$ cat src/rtl/psum_drain.sv
// psum_drain: captures final accumulator sums, requantizes them to OUT_WIDTH
// (round, optional ReLU, saturate) and queues them for the ofmap writer.
module psum_drain #(
    parameter int ACC_WIDTH   = 35,
    parameter int OUT_WIDTH   = 16,
    parameter int SHIFT_WIDTH = 5,
    parameter int DEPTH       = 4
) (
    input  logic                       clk,
    input  logic                       rst,
    input  logic [ACC_WIDTH-1:0]       acc_data,
    input  logic                       acc_done,
    input  logic [SHIFT_WIDTH-1:0]     shift,
    input  logic                       relu_en,
    input  logic                       clr_flags,
    output logic [OUT_WIDTH-1:0]       out_data,
    output logic                       out_valid,
    input  logic                       out_ready,
    output logic [$clog2(DEPTH+1)-1:0] count,
    output logic                       overflow,
    output logic                       sat_seen
);
    localparam int AW = $clog2(DEPTH);
    localparam int CW = $clog2(DEPTH+1);
    localparam logic signed [ACC_WIDTH:0] ONE  = {{ACC_WIDTH{1'b0}}, 1'b1};
    localparam logic signed [ACC_WIDTH:0] MAXV = {{(ACC_WIDTH-OUT_WIDTH+2){1'b0}}, {(OUT_WIDTH-1){1'b1}}};
    localparam logic signed [ACC_WIDTH:0] MINV = {{(ACC_WIDTH-OUT_WIDTH+2){1'b1}}, {(OUT_WIDTH-1){1'b0}}};

    logic [ACC_WIDTH-1:0]      s1_data;
    logic [SHIFT_WIDTH-1:0]    s1_shift;
    logic                      s1_relu, s1_valid;
    logic signed [ACC_WIDTH:0] rnd, shr, rq;
    logic                      sat_hi, sat_lo, full, pop, push;
    logic [OUT_WIDTH-1:0]      q;
    logic [OUT_WIDTH-1:0]      mem [DEPTH];
    logic [AW-1:0]             wp, rp;
    logic [CW-1:0]             cnt_n;

    // One extra bit of headroom keeps the rounding add from overflowing
    always_comb begin
        rnd    = (s1_shift == '0) ? '0 : ONE << (s1_shift - SHIFT_WIDTH'(1));
        shr    = ($signed({s1_data[ACC_WIDTH-1], s1_data}) + rnd) >>> s1_shift;
        rq     = (s1_relu && shr[ACC_WIDTH]) ? '0 : shr;
        sat_hi = rq > MAXV;
        sat_lo = rq < MINV;
        q      = sat_hi ? MAXV[OUT_WIDTH-1:0] : sat_lo ? MINV[OUT_WIDTH-1:0] : rq[OUT_WIDTH-1:0];
        full   = count == CW'(DEPTH);
        pop    = out_valid & out_ready;
        push   = s1_valid & (~full | pop);
        cnt_n  = count + CW'(push) - CW'(pop);
    end

    assign out_data = out_valid ? mem[rp] : '0;

    always_ff @(posedge clk) begin
        if (!rst) begin
            s1_valid  <= 1'b0;
            wp        <= '0;
            rp        <= '0;
            count     <= '0;
            out_valid <= 1'b0;
            overflow  <= 1'b0;
            sat_seen  <= 1'b0;
        end else begin
            s1_valid <= acc_done;
            if (acc_done) begin
                s1_data  <= acc_data;
                s1_shift <= shift;
                s1_relu  <= relu_en;
            end
            if (push) wp <= wp + AW'(1);
            if (pop) rp <= rp + AW'(1);
            count     <= cnt_n;
            out_valid <= cnt_n != '0;
            overflow  <= (s1_valid & full & ~pop) | (overflow & ~clr_flags);
            sat_seen  <= (s1_valid & (sat_hi | sat_lo)) | (sat_seen & ~clr_flags);
        end
    end

    always_ff @(posedge clk) begin
        if (rst && push) mem[wp] <= q;
    end
endmodule
$ cat config.mk
export PLATFORM = sky130hd
export DESIGN_NAME = psum_drain
export DESIGN_NICKNAME = d
export VERILOG_FILES = /design/src/rtl/psum_drain.sv
export SDC_FILE = /design/constraint.sdc
export NUM_CORES = 1
export LEC_CHECK = 0
export CAP_MARGIN = 0
export CORE_MARGIN = 5
export CORE_UTILIZATION = 55
export CTS_BUF_LIST = sky130_fd_sc_hd__clkbuf_16
export DETAILED_ROUTE_END_ITERATION = 10
export PLACE_DENSITY_LB_ADDON = 0.1
export SLEW_MARGIN = 5
export SYNTH_ARGS = -nofsm -noshare
export SYNTH_HDL_FRONTEND = slang
export SYNTH_SLANG_ARGS = --single-unit
$ cat constraint.sdc
create_clock -name clk -period 7 [get_ports clk]
set_clock_uncertainty 0.15 [all_clocks]
set_input_delay 0.7 -clock clk [delete_from_list [all_inputs] [get_ports clk]]
set_output_delay 0.7 -clock clk [all_outputs]
set_load 0.02 [all_outputs]
==> qor.txt, run 1 <==
R2R Setup Slk -> 530 ps
Post-CTS setup buffers -> 0
Finish-stage setup viols -> 0
Min-delay worst type -> reg2reg
EDFF count, synth -> 105
Total power divided by cell area -> 227 nW/um^2
Final HPWL from detailed placement -> 21,800 um
Worst Hold Path EP -> overflow
Critical path arrival -> 6560 ps
Yosys warning count -> 0
Gr ovfl total -> 0
TritonCTS buffer count -> 17
Cell count after synthesis -> 1,029
Total track usage -> 28.7%
Synth cell count leaders -> edfxtp_1, nor2_1, nand2_1, a21oi_1, clkbuf_1
Final Power -> 2.50 mW
Final Net Count -> 1,151
Synth Area in Simple Gates -> 19.6%
Synth cell types -> 107
Cell with the most instances after synthesis -> edfxtp_1
CP Cell Sequence -> inv_2, buf_4, nor2_1, nand2_1, nor2_1, ha_1, a21oi_1, o31ai_1, o221ai_1, nand3_1, o221a_1, o221ai_1, a211oi_1, nor2_1, a221o_1, or3_1, o31ai_2, a21oi_2, buf_4, o21ai_1
R2r endpoint -> mem[2][2]
Via count -> 8,805
Max rail drop VDD -> 0.187 mV
Clock buffer depth -> 2
Post-DRT Antenna Nets -> 0
Syn nets -> 1,115
RSZ-0062 raised after global routing -> no
Vias/cell -> 6.76
Synthesized cell area -> 9710 sq um
Setup TNS -> 0 ps
Initial antenna violation count -> 0
Sw Ratio -> 33.8%
Async SR Flop Fraction -> 0%
Clock Pin Slew Worst Setup and Hold Paths -> 60 ps
Max_cap viols -> 0
Total wire length -> 29,200 um
Worst Setup End Kind -> register
Period utilization -> 92.4%
Adder-cell area share of the yosys netlist -> 5.31%
Tmin final -> 6470 ps
Post-synthesis compound-gate area fraction -> 22.3%
Pins Over Slew Limit -> 0
HP Start -> overflow
Crit path max fanout -> 34
First drt pass iteration count -> 6
Flop pwr share -> 35.1%
Routability cong. -> 1.06
DRC viols -> 0
XOR/XNOR Fraction of Synth Area -> 2.42%
Rel. slew slack -> 29.4%
Final hold vios -> 0
Total core area -> 17,300 sq um
Area grow syn2layout -> 13.5%
Routed len/inst -> 22.4 um
Fmax -> 155 MHz
Pleak -> 3.94 nW
Ys flop type -> edfxtp_1
CP max stage delay -> 710 ps
ANT cells -> 0
Hold slack -> 338 ps
Synth top area share -> 32.5%
Share of cells above drive strength 1 -> 13.5%
Largest family of logic cells by synthesized area -> compound AO/OA/AOI/OAI gates
# IOs -> 68
Worst Setup Start Kind -> register
Worst Path Required -> 7090 ps
First-pass GRT wire length -> 45,200 um
Number of core rows -> 48
CTS tree -> yes
Number of global-route vias before repair -> 8,254
Sequential element share of the synthesized area -> 35.2%
Clk root buf -> clkbuf_16
Post-CTS sizing -> 0
# clock sinks -> 118
Actual slew at the worst max-slew pin -> 1060 ps
Syn_area_per_cell -> 9.43 sq um
CP Class -> reg2reg
NetSw -> 0.846 mW
Worst path top cell family by delay -> compound AO/OA/AOI/OAI gates
R2r worst-path depth -> 20
Slowest CP cell -> o31ai_1
Clk pwr share -> 33.6%
FILL cells -> 1,516
Combinational share of power -> 31.3%
Clk_lat worst skew -> 430 ps
Outcome -> complete, no violations
CP bufs+invs -> 3
Reg-to-Reg Start -> s1_shift[2]
Die area -> 20,400 sq um
Initial Utilization -> 56.1%
#FFs+latches synth -> 118
Most common cell on crit path -> nor2_1
Die Span Y -> 143 um
Pint -> 1.65 mW
Htree depth -> 4
Synth area leader -> edfxtp_1
Hold bufs inserted after CTS -> 0
I/O Buffers -> 67
Largest net degree at the start of global routing -> 42
1st-iter DRT viols -> 927
Hold Path Stages -> 2
Mux share of post-synthesis cell area -> 10.8%
Top area cells in the synthesized netlist -> edfxtp_1, mux4_2, ha_1
Die X -> 143 um
-- how the worst max path moves through the flow --
stage	cells after the start	endpoint	slack [ps]	startpoint
2_1_floorplan	21	mem[0][11]	1270	s1_shift[0]
3_3_place_gp	17	mem[1][2]	830	s1_shift[1]
3_5_place_dp	17	mem[2][4]	800	s1_shift[1]
4_1_cts	17	mem[1][4]	740	s1_shift[1]
5_1_grt	17	mem[3][4]	200	s1_shift[1]
6_report	20	mem[2][2]	530	s1_shift[2]
-- cell usage in the layout (no fill, tap or decap), types with 8 or more instances in the layout --
cell type / n
edfxtp_1: 105
nor2_1: 97
nand2_1: 87
a21oi_1: 75
clkdlybuf4s50_1: 67
ha_1: 38
nor3_1: 36
o21ai_0: 35
mux2i_1: 32
and2_1: 31
mux4_2: 23
inv_1: 22
a211oi_1: 21
nand4_1: 19
mux2_2: 19
buf_4: 19
and3_1: 18
xnor2_1: 18
clkbuf_16: 17
nand3_1: 16
o211ai_1: 16
nor4_1: 14
a31oi_1: 14
o21ai_1: 14
a21o_1: 13
dfxtp_1: 13
o21ai_2: 11
or3_1: 10
nand2b_1: 8
-- power groups by stage --
stage	combinational [mW]	sequential [mW]	clock, mW
floorplan	0.540	0.872	0
global placement	0.764	0.893	0
detailed placement	0.767	0.895	0
CTS	0.770	0.881	0.847
global route	0.838	0.890	0.890
finish	0.782	0.878	0.841
-- layout make-up --
| class | count | area (sq um) | share of cell area [%] |
|---|---|---|---|
| clock buffers | 17 | 425 | 3.86 |
| clock inverters | 15 | 125 | 1.14 |
| inverters | 23 | 86.3 | 0.783 |
| repair buffers | 86 | 813 | 7.38 |
| flip-flops and latches | 118 | 3410 | 31.0 |
| well taps | 225 | 282 | 2.55 |
| multi-input cells | 819 | 5870 | 53.3 |
-- registers in the layout, indices dropped and copies added (netlist names), named ones only --
signal	cells
s1_relu	1
s1_data	35
mem	64
rp	2
s1_valid	1
wp	2
sat_seen	1
s1_shift	5
overflow	1
out_valid	1
count	3
-- routing by layer --
layer | GRT usage, % | wire length [um] | vias to the layer above
li1 | - | - | 4062
met1 | 36.9 | 11900 | 4180
met2 | 45.5 | 13400 | 451
met3 | 4.22 | 2080 | 112
met4 | 18.2 | 1800 | 0
met5 | 0 | 0 | -
-- worst min-delay path, stage by stage (launching register included) --
cell      delay (ps)
dfxtp_1          310
nand2b_1          60
a21boi_0          60
-- cells by family after synthesis --
group / after synthesis
muxes: 74
adders and majority gates: 40
AOI/OAI and AO/OA: 303
other: 1
and+or+nand+nor: 375
xor gates and xnor gates: 26
buffers and inverters: 92
DFF: 118
-- stage by stage --
stage	worst slack [ps]	area [sq um]	std cells	utilization (%)
detailed placement	801	10500	1271	60.5
finish	532	11000	1303	63.7
CTS	740	11000	1303	63.7
floorplan	1270	9710	1029	-
global route	203	11000	1303	63.7
global placement	826	10500	1271	60.5
Note: power is estimated with default switching activity, not from simulation.
==> run 2, diff against run 1 <==
CORE_UTILIZATION = 61   (was 55)
==> qor.txt, run 2 (synthesis results as in run 1) <==
Number of core rows -> 46
# IOs -> 68
Number of global-route vias before repair -> 8,386
First drt pass iteration count -> 6
Fmax -> 151 MHz
Clk_lat worst skew -> 430 ps
Setup TNS -> 0 ps
Post-CTS setup buffers -> 0
Die X -> 136 um
# clock sinks -> 118
Worst Setup End Kind -> register
Most common cell after layout, fill and taps aside -> edfxtp_1
Clock Pin Slew Worst Setup and Hold Paths -> 60 ps
Pre-CTS setup slack -> 555 ps
DRC viols -> 0
# placed instances -> 1,262
Tmin final -> 6620 ps
Vias/cell -> 6.95
Slowest CP cell -> a2111oi_0
Setup ws final -> 378 ps
Largest net degree at the start of global routing -> 42
Routed len/inst -> 22.8 um
Max_cap viols -> 0
Clock buffer depth -> 2
CP Cell Sequence -> inv_1, nand2_1, nor3_1, ha_1, fa_1, a21o_1, a221o_2, a21oi_2, nand2_1, o31ai_2, o22ai_1, a2111oi_0, a21oi_1, a221o_1, nand4b_1, o31ai_2, a21oi_2, buf_4, o21ai_1
Initial Utilization -> 61.6%
Final Cell Area -> 11,000 sq um
Gr ovfl total -> 0
Pleak -> 3.94 nW
Worst Setup Start Kind -> register
TritonCTS buffer count -> 17
Rel. slew slack -> 15.9%
Hold bufs inserted after CTS -> 0
Worst Path Required -> 7060 ps
Final hold vios -> 0
Actual slew at the worst max-slew pin -> 1250 ps
Area grow syn2layout -> 13.4%
Min-delay worst type -> reg2reg
I/O Buffers -> 67
First-pass GRT wire length -> 45,500 um
Total power divided by cell area -> 227 nW/um^2
Period utilization -> 94.6%
ANT cells -> 0
Placed inst area -> 10,500 sq um
Most frequent cells in the layout -> edfxtp_1, nor2_1, nand2_1
Hold slack -> 335 ps
Total wire length -> 29,500 um
RSZ-0062 raised after global routing -> no
CP Class -> reg2reg
Post-DRT Antenna Nets -> 0
Outcome -> complete, no violations
Total track usage -> 32.1%
Max reg flops -> 64
Routability cong. -> 1.01
Final Util -> 69.8%
Total core area -> 15,800 sq um
Critical path arrival -> 6680 ps
Initial antenna violation count -> 0
Final Power -> 2.50 mW
Htree depth -> 4
1st-iter DRT viols -> 1,038
Max rail drop VDD -> 0.182 mV
Share of cells above drive strength 1 -> 13.4%
Final Net Count -> 1,151
Finish-stage setup viols -> 0
Die area -> 18,500 sq um
Clk root buf -> clkbuf_16
Largest registers -> mem (64), s1_data (35), s1_shift (5)
Final HPWL from detailed placement -> 22,100 um
Crit path max fanout -> 16
Post-CTS sizing -> 0
Pins Over Slew Limit -> 0
Die Span Y -> 136 um
Via count -> 8,991
CTS tree -> yes
Final std cells w/o fill -> 1,294
Largest Register -> mem
CP max stage delay -> 700 ps
-- run 2: final cells by class --
class	instances	area, sq um
Multi-Input combinational cell	819	5870
Fill cell	1257	4760
Sequential cell	118	3410
Timing Repair Buffer	86	813
Clock buffer	19	475
Tap cell	216	270
Inverter	23	86.3
Clock inverter	13	80.1
-- run 2: critical path: cells and delay by family (launching register included) --
kind,cells,cell delay [ps]
buffers and inverters,2,420
AOI/OAI and AO/OA,11,3600
and+or+nand+nor,4,970
DFF,1,630
adders and majority gates,2,640
-- run 2: layer usage --
metal | wire (um) | track usage, % | up-vias | share of wire, %
met2 | 13500 | 51.3 | 559 | 46
met1 | 11700 | 40.8 | 4224 | 40
met3 | 2320 | 5.59 | 128 | 7.8
li1 | - | - | 4080 | -
met4 | 1980 | 19.3 | 0 | 6.7
met5 | 0 | 0 | - | 0
-- run 2: path summary, 6_finish.rpt --
kind,startpoint,to,slack (ps),cells after the start
max reg2reg,s1_shift[3],mem[3][1],380,19
min,overflow,overflow,330,2
max,s1_shift[3],mem[3][1],380,19
min reg2reg,overflow,overflow,330,2
-- run 2: power by group --
part	switching [mW]	internal (mW)
Sequential	0.0541	0.825
Clock	0.339	0.491
Combinational	0.445	0.342
==> run 3, diff against run 2 <==
CTS_BUF_LIST = default   (was sky130_fd_sc_hd__clkbuf_16)
SETUP_SLACK_MARGIN = 0.5   (was default)
==> qor.txt, run 3 (synthesis results as in run 1) <==
Number of core rows -> 46
Final Util -> 70.5%
CTS tree -> yes
Area grow syn2layout -> 14.5%
Number of global-route vias before repair -> 8,414
Rel. slew slack -> 17.0%
Placed inst area -> 10,500 sq um
Max_cap viols -> 0
TritonCTS buffer count -> 17
RSZ-0062 raised after global routing -> no
First drt pass iteration count -> 6
Total power divided by cell area -> 226 nW/um^2
Final Cell Area -> 11,100 sq um
# IOs -> 68
Die area -> 18,500 sq um
Vias/cell -> 6.93
DRC viols -> 0
Htree depth -> 4
Die X -> 136 um
CP Class -> reg2reg
FILL cells -> 1,254
Min-delay worst type -> reg2reg
Total wire length -> 29,600 um
Final HPWL from detailed placement -> 22,100 um
Routability cong. -> 1.01
Worst Path Required -> 6980 ps
Largest net degree at the start of global routing -> 42
Post-DRT Antenna Nets -> 0
Pleak -> 3.99 nW
# clock sinks -> 118
Actual slew at the worst max-slew pin -> 1230 ps
Routed len/inst -> 22.7 um
Largest Register -> mem
Most frequent cells in the layout -> edfxtp_1, nor2_1, nand2_1
1st-iter DRT viols -> 904
Hold bufs inserted after CTS -> 0
Final Net Count -> 1,158
Period utilization -> 89.3%
Finish-stage setup viols -> 0
Initial Utilization -> 61.6%
Total track usage -> 32.1%
Total core area -> 15,800 sq um
Clock buffer depth -> 2
Clk root buf -> clkbuf_16
Die Span Y -> 136 um
Tmin final -> 6250 ps
Clock Pin Slew Worst Setup and Hold Paths -> 60 ps
Worst Setup End Kind -> register
Initial antenna violation count -> 0
Most common cell after layout, fill and taps aside -> edfxtp_1
Pins Over Slew Limit -> 0
Via count -> 9,017
Critical path arrival -> 6230 ps
Share of cells above drive strength 1 -> 14.6%
I/O Buffers -> 67
Clk_lat worst skew -> 430 ps
Largest registers -> mem (64), s1_data (35), s1_shift (5)
Fmax -> 160 MHz
ANT cells -> 0
Max rail drop VDD -> 0.184 mV
Worst Setup Start Kind -> register
Max reg flops -> 64
Setup TNS -> 0 ps
Crit path max fanout -> 24
Outcome -> complete, no violations
Gr ovfl total -> 0
First-pass GRT wire length -> 45,500 um
Final Power -> 2.51 mW
Final hold vios -> 0
==> run 3: cell count changes in the layout (fill, tap and decap cells not counted), sizes merged <==
cell    before  now
clkinv       8    7
clkbuf      19   22
buf         19   26
inv         27   25
==> run 3: final cells by class <==
type | count | area [sq um] | share of cell area (%)
Timing Repair Buffer | 93 | 866 | 7.79
Tap cell | 216 | 270 | 2.43
Clock buffer | 22 | 497 | 4.47
Inverter | 23 | 86.3 | 0.777
Clock inverter | 10 | 68.8 | 0.619
Sequential cell | 118 | 3410 | 30.7
Multi-Input combinational cell | 819 | 5910 | 53.2
==> run 3: timing repair <==
action / 4_1_cts / 5_1_grt
hold endpoints to repair: 0 / 0
resized for setup: 0 / 10
setup endpoints to repair: 0 / 61
setup buffers: 0 / 7
==> run 3: final timing paths <==
path	to	cells after the start	from	slack (ps)
setup / recovery	mem[3][4]	18	s1_shift[3]	750
hold / removal	overflow	2	overflow	330
setup reg to reg	mem[3][4]	18	s1_shift[3]	750
hold reg to reg	overflow	2	overflow	330
==> run 3: per-layer routing <==
metal / track usage [%] / up-vias / share of wire, %
li1: - / 4091 / -
met1: 40.6 / 4222 / 39
met2: 51.5 / 580 / 46
met3: 5.74 / 124 / 8.4
met4: 19.3 / 0 / 6.2
met5: 0 / - / 0
==> run 3: report_power, final <==
part / switching [mW] / internal [mW]
combinational: 0.449 / 0.347
clock: 0.337 / 0.504
sequential: 0.0525 / 0.825
total: 0.838 / 1.68
==> run 3: critical path: stages, from the launching register on <==
cell and delay [ps]:
edfxtp_1 500, inv_1 170, buf_4 260, nor2_1 280
nand2_1 220, nor2_1 140, ha_1 410, a21oi_1 390
o21ai_0 220, or4_4 600, o21a_4 240, xor2_2 150
a221oi_2 400, mux2i_1 150, mux2_2 310, or4b_1 510
o32ai_2 240, a31o_4 360, o21ai_1 210
==> run 3: per-stage QoR <==
stage	std cells	worst slack (ps)	hold WS, ps
6_report	1301	747	334
5_1_grt	1301	457	376
4_1_cts	1294	513	335
3_5_place_dp	1262	555	328
3_3_place_gp	1262	786	316
2_1_floorplan	1029	1270	324
